$ cat config.mk
export PLATFORM = sky130hd
export DESIGN_NAME = mem_port_arbiter_flat
export DESIGN_NICKNAME = d
export VERILOG_FILES = /design/src/rtl/mem_port_arbiter_pkg.sv /design/src/rtl/mem_port_arbiter_if.sv /design/src/rtl/mem_port_arbiter_pick.sv /design/src/rtl/mem_port_arbiter.sv /design/src/flat_wrapper.sv
export SDC_FILE = /design/constraint.sdc
export NUM_CORES = 1
export LEC_CHECK = 0
export ABC_AREA = 1
export BUFFER_PORTS_ARGS = -buffer_cell sky130_fd_sc_hd__buf_2
export CAP_MARGIN = 0
export CELL_PAD_IN_SITES_DETAIL_PLACEMENT = 0
export CELL_PAD_IN_SITES_GLOBAL_PLACEMENT = 2
export CORE_ASPECT_RATIO = 0.75
export CORE_MARGIN = 1.5
export CORE_UTILIZATION = 24
export DETAILED_ROUTE_END_ITERATION = 10
export PLACE_DENSITY_LB_ADDON = 0.1
export SYNTH_ARGS = -nofsm -noshare
export SYNTH_HDL_FRONTEND = slang
export SYNTH_SLANG_ARGS = --single-unit
$ cat constraint.sdc
create_clock -name clk -period 4.25 [get_ports clk]
set_input_delay 0.6375 -clock clk [delete_from_list [all_inputs] [get_ports clk]]
set_output_delay 0.6375 -clock clk [all_outputs]
set_load 0.02 [all_outputs]
$ cat src/rtl/mem_port_arbiter_pkg.sv
// mem_arb_pkg
//   Shared types and default widths for the mem_port_arbiter slice.
//   state_e : arbiter FSM states (IDLE, CMD, WAIT, RESP)
//   owner_e : which requester owns the transaction in flight
// Optional feature macro used by the slice: MEM_ARB_FAIRNESS_EN
package mem_arb_pkg;

  localparam int ADDR_W_DEF = 8;
  localparam int DATA_W_DEF = 32;

  typedef enum logic [1:0] {
    IDLE = 2'd0,
    CMD  = 2'd1,
    WAIT = 2'd2,
    RESP = 2'd3
  } state_e;

  typedef enum logic {
    OWN_IF = 1'b0,
    OWN_D  = 1'b1
  } owner_e;

endpackage

$ cat src/rtl/mem_port_arbiter_if.sv
// mem_port_arbiter_if
//   Bundles the fetch port, data port, memory port and busy flag of the
//   arbiter.
//   slave  : arbiter view (takes requests and mem_rdata, drives grants,
//            responses, the memory command and busy)
//   master : requester / memory-model view (the mirror image)
interface mem_port_arbiter_if
  import mem_arb_pkg::*;
#(
  parameter int ADDR_W = ADDR_W_DEF,
  parameter int DATA_W = DATA_W_DEF
) ();

  // fetch port
  logic              if_req;
  logic [ADDR_W-1:0] if_addr;
  logic              if_gnt;
  logic              if_rvalid;
  logic [DATA_W-1:0] if_rdata;
  // data port
  logic              d_req;
  logic              d_we;
  logic [ADDR_W-1:0] d_addr;
  logic [DATA_W-1:0] d_wdata;
  logic              d_gnt;
  logic              d_rvalid;
  logic [DATA_W-1:0] d_rdata;
  // memory port
  logic              mem_en;
  logic              mem_we;
  logic [ADDR_W-1:0] mem_addr;
  logic [DATA_W-1:0] mem_wdata;
  logic [DATA_W-1:0] mem_rdata;
  // status
  logic              busy;

  modport slave (
    input  if_req, if_addr, d_req, d_we, d_addr, d_wdata, mem_rdata,
    output if_gnt, if_rvalid, if_rdata, d_gnt, d_rvalid, d_rdata,
    output mem_en, mem_we, mem_addr, mem_wdata, busy
  );

  modport master (
    output if_req, if_addr, d_req, d_we, d_addr, d_wdata, mem_rdata,
    input  if_gnt, if_rvalid, if_rdata, d_gnt, d_rvalid, d_rdata,
    input  mem_en, mem_we, mem_addr, mem_wdata, busy
  );

endinterface

$ cat src/rtl/mem_port_arbiter_pick.sv
// mem_arb_pick
//   Combinational winner select between the fetch and data requesters.
//   Data wins a contested arbitration unless fetch has been starved.
//   Ports: clk, rst (async, active high), if_req, d_req, idle (grant window)
//          -> winner, if_gnt, d_gnt (one-cycle grant pulses).
//   MEM_ARB_FAIRNESS_EN defined: a saturating starvation counter forces a
//   fetch win after STARVE_MAX lost arbitrations. Undefined: strict data
//   priority, and clk/rst/STARVE_MAX go unused.
module mem_arb_pick
  import mem_arb_pkg::*;
#(
  parameter int STARVE_MAX = 4
) (
  input  logic   clk,
  input  logic   rst,
  input  logic   if_req,
  input  logic   d_req,
  input  logic   idle,
  output owner_e winner,
  output logic   if_gnt,
  output logic   d_gnt
);

  logic force_if_s;

`ifdef MEM_ARB_FAIRNESS_EN
  localparam int CNT_W = $clog2(STARVE_MAX + 1);
  localparam logic [CNT_W-1:0] CNT_MAX = CNT_W'(STARVE_MAX);

  logic [CNT_W-1:0] starve_q;
  logic [CNT_W-1:0] starve_d;

  // Count fetch losses in IDLE (saturating); a fetch grant clears the count.
  always_comb begin
    starve_d = starve_q;
    if (if_gnt) begin
      starve_d = {CNT_W{1'b0}};
    end else if (if_req && d_gnt && (starve_q != CNT_MAX)) begin
      starve_d = starve_q + CNT_W'(1);
    end else begin
      starve_d = starve_q;
    end
  end

  // Starvation counter register.
  always_ff @(posedge clk or posedge rst) begin
    if (rst) begin
      starve_q <= {CNT_W{1'b0}};
    end else begin
      starve_q <= starve_d;
    end
  end

  assign force_if_s = (starve_q == CNT_MAX);
`else
  logic unused_s;
  assign unused_s   = clk ^ rst ^ (STARVE_MAX != 32'sd0);
  assign force_if_s = 1'b0;
`endif

  // Winner select and grant pulses; grants only open while idle.
  always_comb begin
    winner = OWN_D;
    if (if_req && d_req) begin
      winner = force_if_s ? OWN_IF : OWN_D;
    end else if (if_req) begin
      winner = OWN_IF;
    end else begin
      winner = OWN_D;
    end
    if_gnt = idle && if_req && (winner == OWN_IF);
    d_gnt  = idle && d_req  && (winner == OWN_D);
  end

endmodule

$ cat src/rtl/mem_port_arbiter.sv
// mem_port_arbiter
//   Shares one single-ported, fixed-latency memory between the instruction
//   fetch port and the load/store data port. One transaction in flight:
//   IDLE (grant) -> CMD (mem_en) -> WAIT (MEM_LAT cycles) -> RESP (rvalid).
//   Ports: clk, rst (async, active high), bus (mem_port_arbiter_if.slave)
//          carrying the fetch, data and memory ports plus busy.
//   Optional feature macro: MEM_ARB_FAIRNESS_EN (fetch anti-starvation, see
//   mem_arb_pick).
module mem_port_arbiter
  import mem_arb_pkg::*;
#(
  parameter int ADDR_W     = ADDR_W_DEF,
  parameter int DATA_W     = DATA_W_DEF,
  parameter int MEM_LAT    = 1,
  parameter int STARVE_MAX = 4
) (
  input logic               clk,
  input logic               rst,
  mem_port_arbiter_if.slave bus
);

  localparam int LAT_W = (MEM_LAT > 1) ? $clog2(MEM_LAT) : 1;
  localparam logic [LAT_W-1:0] LAT_LAST = LAT_W'(MEM_LAT - 1);

  state_e            state_q, state_d;
  owner_e            owner_q, owner_d, winner_s;
  logic [LAT_W-1:0]  lat_q, lat_d;
  logic              we_q, we_d;
  logic [ADDR_W-1:0] addr_q, addr_d;
  logic [DATA_W-1:0] wdata_q, wdata_d;
  logic [DATA_W-1:0] if_rdata_q, if_rdata_d;
  logic [DATA_W-1:0] d_rdata_q, d_rdata_d;
  logic              mem_en_q, mem_en_d;
  logic              mem_we_q, mem_we_d;
  logic              if_rvalid_q, if_rvalid_d;
  logic              d_rvalid_q, d_rvalid_d;
  logic              busy_q, busy_d;
  logic              idle_s, lat_done_s, if_gnt_s, d_gnt_s;

  // Gate the grant window with rst so grants also read 0 while in reset.
  assign idle_s     = (state_q == IDLE) && !rst;
  assign lat_done_s = (state_q == WAIT) && (lat_q == LAT_LAST);

  mem_arb_pick #(
    .STARVE_MAX (STARVE_MAX)
  ) u_pick (
    .clk    (clk),
    .rst    (rst),
    .if_req (bus.if_req),
    .d_req  (bus.d_req),
    .idle   (idle_s),
    .winner (winner_s),
    .if_gnt (if_gnt_s),
    .d_gnt  (d_gnt_s)
  );

  // State, command, response and output registers.
  always_ff @(posedge clk or posedge rst) begin
    if (rst) begin
      state_q     <= IDLE;
      owner_q     <= OWN_IF;
      lat_q       <= {LAT_W{1'b0}};
      we_q        <= 1'b0;
      addr_q      <= {ADDR_W{1'b0}};
      wdata_q     <= {DATA_W{1'b0}};
      if_rdata_q  <= {DATA_W{1'b0}};
      d_rdata_q   <= {DATA_W{1'b0}};
      mem_en_q    <= 1'b0;
      mem_we_q    <= 1'b0;
      if_rvalid_q <= 1'b0;
      d_rvalid_q  <= 1'b0;
      busy_q      <= 1'b0;
    end else begin
      state_q     <= state_d;
      owner_q     <= owner_d;
      lat_q       <= lat_d;
      we_q        <= we_d;
      addr_q      <= addr_d;
      wdata_q     <= wdata_d;
      if_rdata_q  <= if_rdata_d;
      d_rdata_q   <= d_rdata_d;
      mem_en_q    <= mem_en_d;
      mem_we_q    <= mem_we_d;
      if_rvalid_q <= if_rvalid_d;
      d_rvalid_q  <= d_rvalid_d;
      busy_q      <= busy_d;
    end
  end

  // Next-state logic and the WAIT latency counter.
  always_comb begin
    state_d = state_q;
    lat_d   = lat_q;
    case (state_q)
      IDLE: begin
        if (if_gnt_s || d_gnt_s) begin
          state_d = CMD;
        end else begin
          state_d = IDLE;
        end
      end
      CMD: begin
        state_d = WAIT;
        lat_d   = {LAT_W{1'b0}};
      end
      WAIT: begin
        if (lat_done_s) begin
          state_d = RESP;
        end else begin
          state_d = WAIT;
          lat_d   = lat_q + LAT_W'(1);
        end
      end
      RESP: begin
        state_d = IDLE;
      end
      default: begin
        state_d = IDLE;
      end
    endcase
  end

  // Command capture at grant, response capture at the end of WAIT, and the
  // next values of the registered outputs (aligned to state_d).
  always_comb begin
    owner_d    = owner_q;
    we_d       = we_q;
    addr_d     = addr_q;
    wdata_d    = wdata_q;
    if_rdata_d = if_rdata_q;
    d_rdata_d  = d_rdata_q;

    if (if_gnt_s || d_gnt_s) begin
      owner_d = winner_s;
      if (winner_s == OWN_IF) begin
        we_d    = 1'b0;
        addr_d  = bus.if_addr;
        wdata_d = {DATA_W{1'b0}};
      end else begin
        we_d    = bus.d_we;
        addr_d  = bus.d_addr;
        wdata_d = bus.d_wdata;
      end
    end else begin
      owner_d = owner_q;
    end

    // Stores return 0 on d_rdata instead of whatever the memory drives.
    if (lat_done_s) begin
      if (owner_q == OWN_IF) begin
        if_rdata_d = bus.mem_rdata;
      end else if (we_q) begin
        d_rdata_d = {DATA_W{1'b0}};
      end else begin
        d_rdata_d = bus.mem_rdata;
      end
    end else begin
      if_rdata_d = if_rdata_q;
    end

    mem_en_d    = (state_d == CMD);
    mem_we_d    = (state_d == CMD) && we_d;
    if_rvalid_d = (state_d == RESP) && (owner_q == OWN_IF);
    d_rvalid_d  = (state_d == RESP) && (owner_q == OWN_D);
    busy_d      = (state_d != IDLE);
  end

  assign bus.if_gnt    = if_gnt_s;
  assign bus.d_gnt     = d_gnt_s;
  assign bus.if_rvalid = if_rvalid_q;
  assign bus.d_rvalid  = d_rvalid_q;
  assign bus.if_rdata  = if_rdata_q;
  assign bus.d_rdata   = d_rdata_q;
  assign bus.mem_en    = mem_en_q;
  assign bus.mem_we    = mem_we_q;
  assign bus.mem_addr  = addr_q;
  assign bus.mem_wdata = wdata_q;
  assign bus.busy      = busy_q;

endmodule

$ cat src/flat_wrapper.sv
// flat-port wrapper written by rule: the top's interface ports become plain ports
module mem_port_arbiter_flat import mem_arb_pkg::*;
#(
  parameter int ADDR_W     = ADDR_W_DEF,
  parameter int DATA_W     = DATA_W_DEF,
  parameter int MEM_LAT    = 1,
  parameter int STARVE_MAX = 4
)
  (clk, rst, bus_if_req, bus_if_addr, bus_d_req, bus_d_we, bus_d_addr, bus_d_wdata, bus_mem_rdata, bus_if_gnt, bus_if_rvalid, bus_if_rdata, bus_d_gnt, bus_d_rvalid, bus_d_rdata, bus_mem_en, bus_mem_we, bus_mem_addr, bus_mem_wdata, bus_busy);
  mem_port_arbiter_if #(.ADDR_W(ADDR_W), .DATA_W(DATA_W)) bus_i ();
  input logic clk;
  input logic rst;
  input wire logic [$bits(bus_i.if_req)-1:0] bus_if_req;
  input wire logic [$bits(bus_i.if_addr)-1:0] bus_if_addr;
  input wire logic [$bits(bus_i.d_req)-1:0] bus_d_req;
  input wire logic [$bits(bus_i.d_we)-1:0] bus_d_we;
  input wire logic [$bits(bus_i.d_addr)-1:0] bus_d_addr;
  input wire logic [$bits(bus_i.d_wdata)-1:0] bus_d_wdata;
  input wire logic [$bits(bus_i.mem_rdata)-1:0] bus_mem_rdata;
  output wire logic [$bits(bus_i.if_gnt)-1:0] bus_if_gnt;
  output wire logic [$bits(bus_i.if_rvalid)-1:0] bus_if_rvalid;
  output wire logic [$bits(bus_i.if_rdata)-1:0] bus_if_rdata;
  output wire logic [$bits(bus_i.d_gnt)-1:0] bus_d_gnt;
  output wire logic [$bits(bus_i.d_rvalid)-1:0] bus_d_rvalid;
  output wire logic [$bits(bus_i.d_rdata)-1:0] bus_d_rdata;
  output wire logic [$bits(bus_i.mem_en)-1:0] bus_mem_en;
  output wire logic [$bits(bus_i.mem_we)-1:0] bus_mem_we;
  output wire logic [$bits(bus_i.mem_addr)-1:0] bus_mem_addr;
  output wire logic [$bits(bus_i.mem_wdata)-1:0] bus_mem_wdata;
  output wire logic [$bits(bus_i.busy)-1:0] bus_busy;
  assign bus_i.if_req = bus_if_req;
  assign bus_i.if_addr = bus_if_addr;
  assign bus_i.d_req = bus_d_req;
  assign bus_i.d_we = bus_d_we;
  assign bus_i.d_addr = bus_d_addr;
  assign bus_i.d_wdata = bus_d_wdata;
  assign bus_i.mem_rdata = bus_mem_rdata;
  assign bus_if_gnt = bus_i.if_gnt;
  assign bus_if_rvalid = bus_i.if_rvalid;
  assign bus_if_rdata = bus_i.if_rdata;
  assign bus_d_gnt = bus_i.d_gnt;
  assign bus_d_rvalid = bus_i.d_rvalid;
  assign bus_d_rdata = bus_i.d_rdata;
  assign bus_mem_en = bus_i.mem_en;
  assign bus_mem_we = bus_i.mem_we;
  assign bus_mem_addr = bus_i.mem_addr;
  assign bus_mem_wdata = bus_i.mem_wdata;
  assign bus_busy = bus_i.busy;
  mem_port_arbiter #(.ADDR_W(ADDR_W), .DATA_W(DATA_W), .MEM_LAT(MEM_LAT), .STARVE_MAX(STARVE_MAX)) u_core (.clk(clk), .rst(rst), .bus(bus_i));
endmodule
# --- Word-level counts from Yosys, hierarchy flattened ---
# Index checks and enable logic that the tools add are counted.
totals:
  register_bits: 114
  output_inout_bits: 111
classes:
  n_addsub: 1
  n_eq_ne: 6
  muxes: 12
  bitwise: 3
  reduce_logical: 18
op_table:
  columns: ["op", "n"]
  rows:
  - ["$mux 32", 2]
  - ["$logic_and 1x1->1", 10]
  - ["$mux 8", 1]
  - ["$pmux 2 s4", 1]
  - ["$mux 1", 7]
  - ["$eq 2x2->1 const B", 3]
  - ["$reduce_and 2->1", 3]
  - ["$eq 2x1->1 const B", 2]
  - ["$reduce_bool 2->1", 2]
  - ["$not 1->1", 3]
  - ["$logic_not 2->1", 1]
  - ["$ne 2x2->1 const B", 1]
  - ["$pmux 1 s2", 1]
  - ["$add 1x1->1 const B", 1]
  - ["$logic_not 1->1", 1]
  - ["$logic_or 1x1->1", 1]

# --- Depth between registers and ports, before layout ---
logic_depth:
  word_depth: 9
  depth_mapped: 8

# --- Hierarchy ---
# A second synthesis with hierarchy kept.
hier_totals:
  hier_cells: 512
  area_unflattened_um2: 4743.3
by_module_without_submodules:
  columns: ["mod", "n_inst", "cells_each", "area_per_inst_um2", "seq_area_each_um2"]
  rows:
  - ["mem_port_arbiter", 1, 506, 4715.8, 2852.7]
  - ["mem_arb_pick", 1, 6, 27.5, 0.0]

# --- Worst setup path after synthesis ---
# OpenSTA, ideal clock, no wires.
synth_path:
  path_kind: "input to output"
  from: "in rst"
  to: "out bus_d_gnt"
  arrival_ns: 3.748
  slack_ns: -0.136
  path_stages: 4
  cell_sequence: "inv_1 -> nand3_1 -> clkinv_1 -> buf_4"
synth_between:
  elab_chain_len: 4
synth_lines:
  columns: ["item", "line", "text"]
  rows:
  - ["from (decl)", "flat_wrapper.sv:12", "input logic rst;"]
  - ["$logic_not 1->1", "mem_port_arbiter.sv:41", "assign idle_s = (state_q == IDLE) && !rst;"]
  - ["$logic_and 1x1->1", "mem_port_arbiter.sv:41", null]
  - ["$logic_and 1x1->1 (2 in a row)", "mem_port_arbiter_pick.sv:72", "d_gnt = idle && d_req && (winner == OWN_D);"]
  - ["to (decl)", "flat_wrapper.sv:23", "output wire logic [$bits(bus_i.d_gnt)-1:0] bus_d_gnt;"]
# Every way passes these cells.

# --- Worst setup path in the final report ---
layout_path:
  from: "reg u_core.state_q[0]"
  to: "reg u_core.if_rdata_q[29], in the netlist u_core.bus.if_rdata[29]"
layout_between:
  elab_chain_len: 3
layout_lines:
  columns: ["item", "line", "text"]
  rows:
  - ["from (decl)", "mem_port_arbiter.sv:25", "state_e state_q, state_d;"]
  - ["from (signal assigned)", "mem_port_arbiter.sv:74", "state_q <= state_d;"]
  - ["$eq 2x2->1", "mem_port_arbiter.sv:42", "assign lat_done_s = (state_q == WAIT) && (lat_q == LAT_LAST);"]
  - ["$logic_and 1x1->1", "mem_port_arbiter.sv:42", null]
  - ["$reduce_and 2->1 (no source line)", null, null]
  - ["to (signal assigned)", "mem_port_arbiter.sv:66", "if_rdata_q <= {DATA_W{1'b0}};"]
  - ["to (signal assigned)", "mem_port_arbiter.sv:80", "if_rdata_q <= if_rdata_d;"]
  - ["to (decl)", "mem_port_arbiter.sv:31", "logic [DATA_W-1:0] if_rdata_q, if_rdata_d;"]
# Every way passes these cells.
# A chain may end at the register's enable or synchronous reset.

==> out/qor.tcl <==
set qor(core_ar_um2) 18720
set qor(cts_inserted_buffers) 17
set qor(power_density_relative_to_cell_area_nw_per_um2) 880.1
set qor(number_of_global_route_vias_before_repair) 4036
set qor(layout_worst_path_cycle_share_pct) 63.83
set qor(ys_seq_elements) 114
set qor(stdcell_count) 973
set qor(syn_area_per_cell_um2) 8.847
set qor(detail_route.vias_per_cell) 4.242
set qor(first_pass_iters) 4
set qor(internal_power_w) 0.003202
set qor(timing.clock.skew_ps) 15.10
set qor(transition_at_the_pin_with_the_smallest_max_transition_slack_ps) 1157
set qor(critical-path-top-delay-family) {simple AND/OR/NAND/NOR gates}
set qor(globalRouteTotalUtil_pct) 14.80
set qor(synth_area_leaders) {dfrtp_1 (62%), nand2_1 (20%), nand3_1 (7.2%), o21ai_0 (3.6%), buf_4 (1.5%)}
set qor(yosys.area.top_type_share_pct) 61.54
set qor(nets) 802
set qor(deepest_clock_path_buffer_count) 2
set qor(routed-via-count) 4127
set qor(die_width_um) 163.5
set qor(crit_buf_inv) 2
set qor(synthDistinctLibCells) 18
set qor(timing.critical_path.depth) 7
set qor(crit_path_end_kind) {flip-flop}
set qor(mostFrequentLayoutCell) {nand2_1}
set qor(grt_pass1_wl_mm) 22.29
set qor(die_area_um2) 20170
set qor(synth_area_leader_cell) {dfrtp_1}
set qor(antenna_found_initial) 0
set qor(overflow) 0
set qor(grt_setup_unrepaired) {false}
set qor(hold_path.class) {primary input to asynchronous set/reset pin}
set qor(post_cts_resize_count) 0
set qor(cts.reportedPaths.clkPinSlew_ps) 50
set qor(detailedPlacementHpwl_mm) 9.643
set qor(initial_core_util_pct) 24.76
set qor(r2r_end) {u_core.bus.if_rdata[29]}
set qor(critical-path-slowest-cell) {inv_2}
set qor(final_cell_mix) {nand2_1 (245), buf_2 (195), dfrtp_1 (114)}
set qor(crit_path_max_fanout) 35
set qor(critPathRequiredTime_ps) 4540
set qor(critPathLaunchType) {flip-flop}
set qor(power.combinational.fraction_pct) 40.7
set qor(run_status) {completed}
set qor(insertion_delay_ps) 420
set qor(top_level_pins) 196
set qor(clock_power_share_pct) 26.0
set qor(std_cell_rows) 43
set qor(portBuffers) 195
set qor(power.net_switching_w) 0.002430
set qor(fp.dieH_um) 123.4
set qor(period_minus_slack_ps) 2713
set qor(slowest_delay_ps) 660
set qor(yosys_warnings) 0
set qor(final_layout_size_suffix_gt1_share_pct) 33.06
set qor(reg2reg_slack_ps) 1540
set qor(synth_cells) 524
set qor(drv.max_cap_violation_count) 0
set qor(wl_mm) 14.50
set qor(max_freq_ghz) 0.3686
set qor(setup-violations-final) 0
set qor(synth_sequential_area_ratio_pct) 61.54
set qor(timing_worst_setup_path_type) {flip-flop to flip-flop}
set qor(vdd.ir_drop.worst_uv) 284.5
set qor(report.final.slew_viol_count) 0
set qor(num_antenna_cells) 0
set qor(pin_count_of_the_biggest_net_entering_global_routing) 76
set qor(postCtsSetupRepairBufs) 0
set qor(critical_path.startpoint) {u_core.state_q[0]}
set qor(drt_drc_violations_left) 0
set qor(cts-htree-levels) 4
set qor(r2r_start) {u_core.state_q[0]}
set qor(finalWeightedCongestion) 0.7299
set qor(cts_tree) {yes}
set qor(postCtsHoldBufs) 0
set qor(cts.root.buffer_cell) {clkbuf_16}
set qor(reg2reg_depth) 7
set qor(critPathArrivalTime_ps) 3000
set qor(area_growth_pct) 38.06
set qor(critical_path_endpoint) {u_core.bus.if_rdata[29]}
set qor(postSynthNetCount) 613
set qor(detail_route.wl_per_cell_um) 14.90
set qor(tns_ps) 0
set qor(hold_violations) 0
set qor(timing.critical_path.cells) {inv_1 > ha_1 > nand2_2 > inv_2 > nand2_2 > nand2_1 > nand2_1}
set qor(sequentialPowerShare_pct) 33.3
set qor(dp.cells) 941
set qor(p_leak_nw) 3.660
set qor(drt-initial-drc-count) 201
set qor(synthesis.area_um2) 4636
set qor(drt.antenna.violating_nets) 0
set qor(power.share.switching_pct) 43.15
set qor(max_slew_margin_pct) 22.88
set qor(fillers) 1995
set qor(clock_sink_count) 114
==> final cells by class <==
class                      count  area, µm²  area share, %
tap                          247      309.0          4.829
inverter                      20      78.83          1.232
multi-input combinational    361       1550          24.22
timing repair buffer         199       1006          15.72
clock buffer                  18      439.2          6.862
sequential                   114       2853          44.57
clock inverter                14      163.9          2.561
==> sequential cells by signal, indices dropped and copies added (netlist names), 2 cells and up <==
signal	flops
u_core.bus.if_rdata	32
u_core.bus.mem_addr	8
u_core.bus.d_rdata	32
u_core.bus.mem_wdata	32
u_core.state_q	2
==> Yosys cell counts <==
library cell and count:
clkinv_1 1, a21oi_1 1, clkbuf_1 7, inv_2 3, nor2_4 2, buf_4 9
buf_6 1, nand2_2 2, nand2_1 245, nand3_1 67, o21ai_2 1, nor3_1 1
dfrtp_1 114, o21ai_0 33, inv_1 16, ha_1 4, buf_2 12, nor2_1 5
==> worst min-delay path by stage <==
| stage | start | end | slack, ps | cells past startpoint |
|---|---|---|---|---|
| global placement | u_core.bus.mem_wdata[5] | u_core.bus.mem_wdata[5] | 450 | 2 |
| detailed placement | u_core.bus.mem_wdata[23] | u_core.bus.mem_wdata[23] | 450 | 2 |
| global route | bus_d_wdata[1] | u_core.bus.mem_wdata[1] | 410 | 3 |
| finish | rst | u_core.owner_q | 400 | 3 |
| floorplan | u_core.owner_q | u_core.bus.if_rvalid | 440 | 1 |
| CTS | rst | u_core.bus.if_rdata[15] | 400 | 3 |
==> through the flow <==
| stage | setup slack [ps] | hold slack [ps] | cell area, µm² | util (%) | power, W |
|---|---|---|---|---|---|
| after global routing | 1203 | 411.0 | 6400 | 34.18 | 0.006071 |
| after detailed placement | 1495 | 452.9 | 5797 | 30.96 | 0.004231 |
| after global placement | 1592 | 449.1 | 5797 | 30.96 | 0.004197 |
| after floorplan | 612.8 | 438.1 | 4639 | - | 0.003398 |
| final | 1537 | 395.7 | 6400 | 34.18 | 0.005633 |
| after CTS | 1487 | 398.3 | 6400 | 34.18 | 0.005736 |
==> tightest hold or removal path, stage by stage <==
cell and delay [ps]:
buf_2 120, clkinvlp_4 60, buf_4 440
==> logic make-up after synthesis <==
| family | share of synthesized area, % |
|---|---|
| AO/OA/AOI/OAI | 3.860 |
| adder cells (fa/ha/maj) | 1.080 |
| flip-flops | 61.54 |
| buffers and inverters | 5.182 |
| AND/OR/NAND/NOR | 28.34 |
==> power by group through the flow <==
stage / Clock [W] / Combinational [W] / Sequential [W]
after CTS: 0.00151 / 0.00234 / 0.00188
after global placement: 0 / 0.00231 / 0.00189
after detailed placement: 0 / 0.00234 / 0.00189
after floorplan: 0 / 0.000938 / 0.00246
after global routing: 0.00156 / 0.00257 / 0.00195
final: 0.00146 / 0.00230 / 0.00188
==> metal layers <==
layer	GRT usage [%]	part of all wire [%]	up-vias
met2	21.24	43	144
met1	19.84	47	1936
li1	-	-	2037
met5	0	0	-
met4	5.625	0.88	0
met3	6.005	9.1	10
(Power assumes the default switching activity.)
